`src/rtl/ifetch_queue.sv`:
```
// Instruction fetch: registered req/ack reads into a DEPTH-entry opcode FIFO; one opcode/cycle at zero wait.
// Requests are issued only when a FIFO slot is guaranteed; redirect flushes the FIFO and drops any stale in-flight read.
module ifetch_queue #(
  parameter int                 DATA_W = 16,
  parameter int                 DEPTH  = 2,
  parameter logic [DATA_W-1:0]  NOP_OP = '0
) (
  input  logic              clk,
  input  logic              reset_n,
  input  logic              redir_en,
  input  logic [DATA_W-1:0] redir_pc,
  output logic              imem_req,
  output logic [DATA_W-1:0] imem_addr,
  input  logic              imem_ack,
  input  logic [DATA_W-1:0] imem_rdata,
  output logic [DATA_W-1:0] op,
  output logic [DATA_W-1:0] op_pc,
  output logic              op_valid,
  input  logic              op_ready,
  output logic [DATA_W-1:0] fetch_pc
);

  localparam int PTR_W = $clog2(DEPTH);
  localparam int CNT_W = $clog2(DEPTH + 1);
  localparam logic [CNT_W-1:0] DEPTH_C = CNT_W'(DEPTH);

  typedef enum logic [1:0] {IDLE, REQ, DROP} state_t;

  state_t              state, state_nxt;
  logic                req_nxt;
  logic [DATA_W-1:0]   addr_nxt;
  logic [DATA_W-1:0]   fpc, fpc_nxt;
  logic [CNT_W-1:0]    count, count_nxt;
  logic [PTR_W-1:0]    rd_ptr, wr_ptr;
  logic [DATA_W-1:0]   fifo_op [DEPTH];
  logic [DATA_W-1:0]   fifo_pc [DEPTH];
  logic                ack, push, pop;

  assign ack      = imem_ack & imem_req;
  assign op_valid = (count != '0);
  assign pop      = op_valid & op_ready & ~redir_en;
  assign push     = ack & (state == REQ) & ~redir_en;
  assign op       = op_valid ? fifo_op[rd_ptr] : NOP_OP;
  assign op_pc    = op_valid ? fifo_pc[rd_ptr] : '0;
  assign fetch_pc = fpc;

  always_comb begin
    count_nxt = count + CNT_W'(push) - CNT_W'(pop);
    if (redir_en) count_nxt = '0;
  end

  always_comb begin
    state_nxt = state;
    req_nxt   = imem_req;
    addr_nxt  = imem_addr;
    fpc_nxt   = fpc;
    if (redir_en) begin
      fpc_nxt = redir_pc;
      if (ack || state == IDLE) begin
        state_nxt = REQ;
        req_nxt   = 1'b1;
        addr_nxt  = redir_pc;
      end else begin
        // stale read still in flight: hold it on the bus until the memory acks
        state_nxt = DROP;
      end
    end else begin
      case (state)
        IDLE: begin
          if (count < DEPTH_C) begin
            state_nxt = REQ;
            req_nxt   = 1'b1;
            addr_nxt  = fpc;
          end
        end
        REQ: begin
          if (ack) begin
            fpc_nxt = imem_addr + 1'b1;
            if (count_nxt < DEPTH_C) begin
              addr_nxt = imem_addr + 1'b1;
            end else begin
              state_nxt = IDLE;
              req_nxt   = 1'b0;
            end
          end
        end
        DROP: begin
          if (ack) begin
            state_nxt = REQ;
            addr_nxt  = fpc;
          end
        end
        default: begin
          state_nxt = IDLE;
          req_nxt   = 1'b0;
        end
      endcase
    end
  end

  always_ff @(posedge clk or negedge reset_n) begin
    if (!reset_n) begin
      state     <= IDLE;
      imem_req  <= 1'b0;
      imem_addr <= '0;
      fpc       <= '0;
      count     <= '0;
      rd_ptr    <= '0;
      wr_ptr    <= '0;
    end else begin
      state     <= state_nxt;
      imem_req  <= req_nxt;
      imem_addr <= addr_nxt;
      fpc       <= fpc_nxt;
      count     <= count_nxt;
      if (redir_en) begin
        rd_ptr <= '0;
        wr_ptr <= '0;
      end else begin
        if (push) wr_ptr <= wr_ptr + PTR_W'(1);
        if (pop)  rd_ptr <= rd_ptr + PTR_W'(1);
      end
    end
  end

  // Payload storage needs no reset: it is masked by count when empty.
  always_ff @(posedge clk) begin
    if (push) begin
      fifo_op[wr_ptr] <= imem_rdata;
      fifo_pc[wr_ptr] <= imem_addr;
    end
  end

endmodule

```
`config.mk`:
```
export PLATFORM = sky130hd
export DESIGN_NAME = ifetch_queue
export DESIGN_NICKNAME = d
export VERILOG_FILES = /design/src/rtl/ifetch_queue.sv
export SDC_FILE = /design/constraint.sdc
export NUM_CORES = 1
export LEC_CHECK = 0
export ABC_AREA = 1
export CAP_MARGIN = 20
export CORE_MARGIN = 2
export CORE_UTILIZATION = 35
export DETAILED_ROUTE_END_ITERATION = 10
export PLACE_DENSITY = 0.57
export SLEW_MARGIN = 40
export SYNTH_ARGS = -nofsm -noshare
export SYNTH_HDL_FRONTEND = slang
export SYNTH_SLANG_ARGS = --single-unit
export TNS_END_PERCENT = 100
```
`constraint.sdc`:
```
create_clock -name clk -period 3.2 [get_ports clk]
set_clock_uncertainty 0.05 [all_clocks]
set_input_delay 0.96 -clock clk [delete_from_list [all_inputs] [get_ports clk]]
set_output_delay 0.96 -clock clk [all_outputs]
set_load 0.01 [all_outputs]
```
## Yosys cells after proc, flatten, opt, wreduce, memory -nomap -nowiden

Memories as Yosys holds them, arrays and structs flattened.
Cells that the tools add are included.

| storage, ports and cells | value |
|---|---|
| output and inout port bits | 66 |
| RAM bits | 64 |
| flip-flop bits (word level) | 39 |
| bits of input ports | 37 |
| latch bits | 0 |
| bits in read-only memories | 0 |
| memories | 2 |
| word-level logic and storage cells | 75 |

| cells by class | value |
|---|---|
| magnitude comparators | 2 |
| add/sub/neg operators | 5 |
| eq/ne operators | 9 |
| multiply operators | 0 |
| reduce and logical (&&, ||, !) cells | 12 |
| bitwise gates (word level) | 6 |
| mux-type cells | 32 |
| shift-type cells | 0 |
| div/mod/pow operators | 0 |

Memories:

| name | words | width | rd ports | clocked after Yosys merged registers in | wr ports | RTL line | RTL |
|---|---|---|---|---|---|---|---|
| fifo_op | 2 | 16 | 1 | 0 | 1 | 35 | `logic [DATA_W-1:0] fifo_op [DEPTH];` |
| fifo_pc | 2 | 16 | 1 | 0 | 1 | 36 | `logic [DATA_W-1:0] fifo_pc [DEPTH];` |

Operators by type and width:

| operator | number |
|---|---|
| $mux 16 | 11 |
| $pmux 16 s3 | 1 |
| $add 16x1->16 const B | 1 |
| $mux 2 | 7 |
| $mux 1 | 11 |
| $reduce_bool 2->1 | 5 |
| $ne 3x3->1 const B | 3 |
| $ne 3x2->1 const B | 2 |
| $pmux 2 s3 | 1 |
| $reduce_and 6->1 | 1 |
| $and 1x1->1 | 5 |
| $reduce_and 5->1 | 1 |
| $lt 2x2->1 const B | 2 |
| $reduce_and 4->1 | 1 |
| $reduce_bool 4->1 | 1 |
| $pmux 1 s3 | 1 |
| $add 1x1->1 const B | 2 |
| $add 2x1->2 | 1 |
| $eq 2x1->1 const B | 1 |
| $eq 2x2->1 const B | 1 |
| $logic_not 2->1 | 1 |
| $ne 2x1->1 const B | 1 |
| $ne 2x2->1 const B | 1 |
| $reduce_and 2->1 | 1 |
| 3 further kinds | 3 |

## Depth between registers and ports, before layout

| logic depth | value |
|---|---|
| depth in word-level cells | 11 |
| gate-level depth with buffers | 17 |

## Worst setup path before layout

OpenSTA, ideal clock, no wires.

| path | value |
|---|---|
| path type | input to register |
| start | input redir_en |
| end | memory fifo_op[0][0] (enable) |
| setup slack | -0.240 ns |
| cell stages on the path | 6 |
| arrival | 2.968 ns |
| cells stage by stage | buf_4 inv_2 nand2_2 inv_2 nand2_1 nor2_1 |

| between the ends | value |
|---|---|
| cells in the longest elaborated chain, start to end | 4 |

RTL lines:

| item | RTL line | RTL |
|---|---|---|
| start: declaration | 10 | `input logic redir_en,` |
| $not 1->1 | 42 | `assign push = ack & (state == REQ) & ~redir_en;` |
| $and 1x1->1 | 42 |  |
| $mux 1 | 128 | `if (push) begin` |
| $mux 1 (implied by the code) | 129 | `fifo_op[wr_ptr] <= imem_rdata;` |
| end: declaration | 35 |  |

Every way passes these cells.

## Worst setup path in the final report

| path | value |
|---|---|
| start | register count[1] |
| end | output op[1] |

| between the ends | value |
|---|---|
| cells in the longest elaborated chain, start to end | 2 |

RTL lines:

| item | RTL line | RTL |
|---|---|---|
| start: declaration | 33 | `logic [CNT_W-1:0] count, count_nxt;` |
| start signal: assignment | 115 | `count <= count_nxt;` |
| $reduce_bool 2->1 | 40 | `assign op_valid = (count != '0);` |
| $mux 16 | 43 | `assign op = op_valid ? fifo_op[rd_ptr] : NOP_OP;` |
| end: declaration | 16 | `output logic [DATA_W-1:0] op,` |

Every way passes these cells.

==> reports/metrics.csv <==
stage;metric;value;unit
critical_path;path_buf_inv;2;
critical_path;endpoint_kind;output pin;
timing;timing.slew.headroom;63.6;%
timing;worst_pin_slew;0.546;ns
finish;area_growth;33.1;%
floorplan;rows;42;
power;p_leak;2.59;nW
critical_path;cpPeakStageDelay;0.48;ns
grt;globalRouteOverflowTotal;0;
yosys;synthTopCellsByArea;edfxtp_1, dfrtp_1, nand2_1;
clock_tree;cts_tree;yes;
critical_path;rr_endpoint;imem_addr[12];
clock_tree;clock-sinks;103;
finish;fin_nets;661;
placement;io_buffers;102;
critical_path;crit_type;reg -> out;
power;powerDensity;790;nW/µm²
worst_hold_path;hold_depth;2;
floorplan;start_util;36.1;%
critical_path;reg2reg_slack;0.62;ns
clock_tree;htree_levels;3;
yosys;syn_avg_cell_area;9.31;µm²
yosys;ys_warn_count;0;
flow_run;maxCapViolCount;0;
grt;grt_pass1_vias;3763;
drt;antenna_left;0;
worst_hold_path;hp-class;reg -> reg;
timing;hold_viol;0;
critical_path;crit_family;buffers and inverters;
critical_path;crit_chain;nor2_4 -> buf_4 -> a21oi_1 -> clkdlybuf4s50_1;
critical_path;setup.worst_path.start_class;flip-flop;
timing;hold_ws;0.470;ns
clock_tree;clkTransAtPathRegs;0.07;ns
yosys;netlist_instances;515;
drt;vias;3880;
clock_tree;cts_max_path_buffers;2;
placement;hpwl;8.36;mm
yosys;synth_cell_type_count;35;
grt;grt_pass1_wl;19.4;mm
floorplan;die_w;121;µm
yosys;ys_ff_latch;103;
drt;vias_per_cell;4.84;
floorplan;die_y;121;µm
critical_path;r2r_cells;15;
clock_tree;clkLatencyLatePin;0.34;ns
yosys;syn_area;4800;µm²
critical_path;required;2.19;ns
drt;post_drt_wl_per_cell;15.0;µm
worst_hold_path;min_from;imem_req;
drt;drt_iter0_drc;304;
finish;final_core_util;48.0;%
timing;grt_setup_unrepaired;no;
yosys;synth_top_area_share;40.1;%
critical_path;critPathArrivalTime;1.92;ns
yosys;ys_seq_area_share;60.4;%
floorplan;die-area;14700;µm²
timing;finalCritPeriodShare;91.7;%
power;vdd_ir_drop_max;354;µV
drt;drc;0;
grt;grt_max_degree;40;
yosys;synth_area_leader_cell;edfxtp_1;
floorplan;ios;103;
yosys;synth_flop_cell;edfxtp_1;
clock_tree;cts-buffers-inserted;9;
clock_tree;post-cts-setup-buffers;0;
timing;fmax;0.341;GHz
placement;gp_congestion;0.807;
drt;firstDrtPassIters;5;
yosys;synth_edf_count;64;
finish;nFillCells;1258;
timing;fin_crit;2.93;ns
yosys;synth_fp_nets;555;
critical_path;r2r_start;count[1];
floorplan;core;13300;µm²
status;status;completed;
yosys;async_flop_share;37.9;%
timing;finalSetupViolCount;0;
worst_hold_path;hold_end;imem_req;
critical_path;crit_slowest_cell;clkdlybuf4s50_1;
clock_tree;ctsHoldBuffers;0;
grt;track_usage;17.1;%
drt;wl;12.0;mm
timing;maxSlewViolCount;0;
critical_path;worst-path-max-fanout;12;
grt;antenna_found_initial;0;
finish;drive_gt1_share;8.47;%
clock_tree;root_buffer;clkbuf_16;
finish;antenna_cells;0;
routing by layer:
layer  share of wire, %  vias up  routed length [µm]  track usage [%]
met5                  0        -                   0                0
met4                1.0        0                 121             5.52
met3                5.4        8                 652             2.82
met2                 46      103                5500             27.1
met1                 48     1817                5760             24.1
li1                   -     1952                   -                -
kinds of logic after synthesis:
logic type | count (synthesis) | share of synthesized area, %
AND/OR/NAND/NOR | 273 | 23.9
flip-flops | 103 | 60.4
AO/OA/AOI/OAI | 70 | 8.58
buffers and inverters | 59 | 5.09
XOR/XNOR | 7 | 1.28
adder cells (fa/ha/maj) | 3 | 0.783
state kept, by name, indices dropped and copies added (netlist names):
signal / count
imem_addr: 16
rd_ptr: 1
imem_req: 1
fetch_pc: 16
count: 2
wr_ptr: 1
fifo_op: 32
fifo_pc: 32
state: 2
synthesized netlist by cell type, types with 5 or more instances:
master,n
a21oi_1,38
buf_2,6
clkbuf_1,12
dfrtp_1,39
edfxtp_1,64
inv_1,31
inv_2,5
nand2_1,193
nand3_1,37
nand4_1,11
nor2_1,20
o21ai_0,9
o21bai_1,5
cell type report:
type	instances	area (µm²)	area share, %
clock buffer	10	229	3.59
clock inverter	6	53.8	0.842
inverter	37	139	2.17
multi-input combinational	353	1680	26.3
sequential	103	2900	45.4
tap	176	220	3.45
timing repair buffer	117	1170	18.3
worst min-delay path, delay by kind of cell (launching register included):
family	cells	cell delay [ns]
flip-flops	1	0.38
AND/OR/NAND/NOR	2	0.11
how the worst max path moves through the flow:
| stage | startpoint | slack (ns) | depth (start not counted) | to |
|---|---|---|---|---|
| global placement | redir_en | 0.1 | 16 | imem_addr[10] |
| finish | count[1] | 0.27 | 4 | op[1] |
| floorplan | redir_en | 0.28 | 17 | imem_addr[6] |
| detailed placement | redir_en | -0.03 | 16 | imem_addr[11] |
| global route | rd_ptr | 0.14 | 5 | op[1] |
| CTS | count[1] | 0.07 | 4 | op[1] |
power by group:
part	leakage, nW	switching (mW)	internal [mW]
Sequential	1.06	0.331	1.73
Combinational	1.40	1.07	0.866
Clock	0.136	0.502	0.542
Total	2.59	1.90	3.14
stage by stage:
| step | instances | setup TNS (ns) | power [mW] | cell area (µm²) | setup WS, ns |
|---|---|---|---|---|---|
| finish | 802 | 0 | 5.04 | 6390 | 0.266 |
| global route | 802 | 0 | 5.39 | 6390 | 0.143 |
| CTS | 802 | 0 | 5.09 | 6380 | 0.0691 |
| detailed placement | 786 | -0.0780 | 4.03 | 6100 | -0.0273 |
| global placement | 786 | 0 | 4.00 | 6100 | 0.0990 |
| floorplan | 515 | 0 | 3.06 | 4800 | 0.276 |
repair_timing:
item	in CTS	in global routing
hold endpoints to repair	0	0
resized for setup	0	1
endpoints found under the setup margin	0	8
placed cells by master, fill, tap and decap left out, types with 2 or more instances in the layout:
cell,instances
edfxtp_1,64
o21ai_2,2
buf_4,13
nor2_1,17
clkinv_4,2
o211ai_1,3
clkdlybuf4s50_1,101
a21oi_1,38
ha_1,3
inv_2,5
nand2_1,193
o21bai_1,5
o21ai_0,9
nand3_1,37
xor2_1,3
clkbuf_16,9
nand2_2,4
o221ai_1,4
xnor2_1,4
a31oi_1,3
dfrtp_1,39
inv_6,2
nor2_4,5
nor2_2,3
a22oi_1,2
buf_12,3
inv_1,31
nand4_1,11
(Power assumes the default switching activity.)
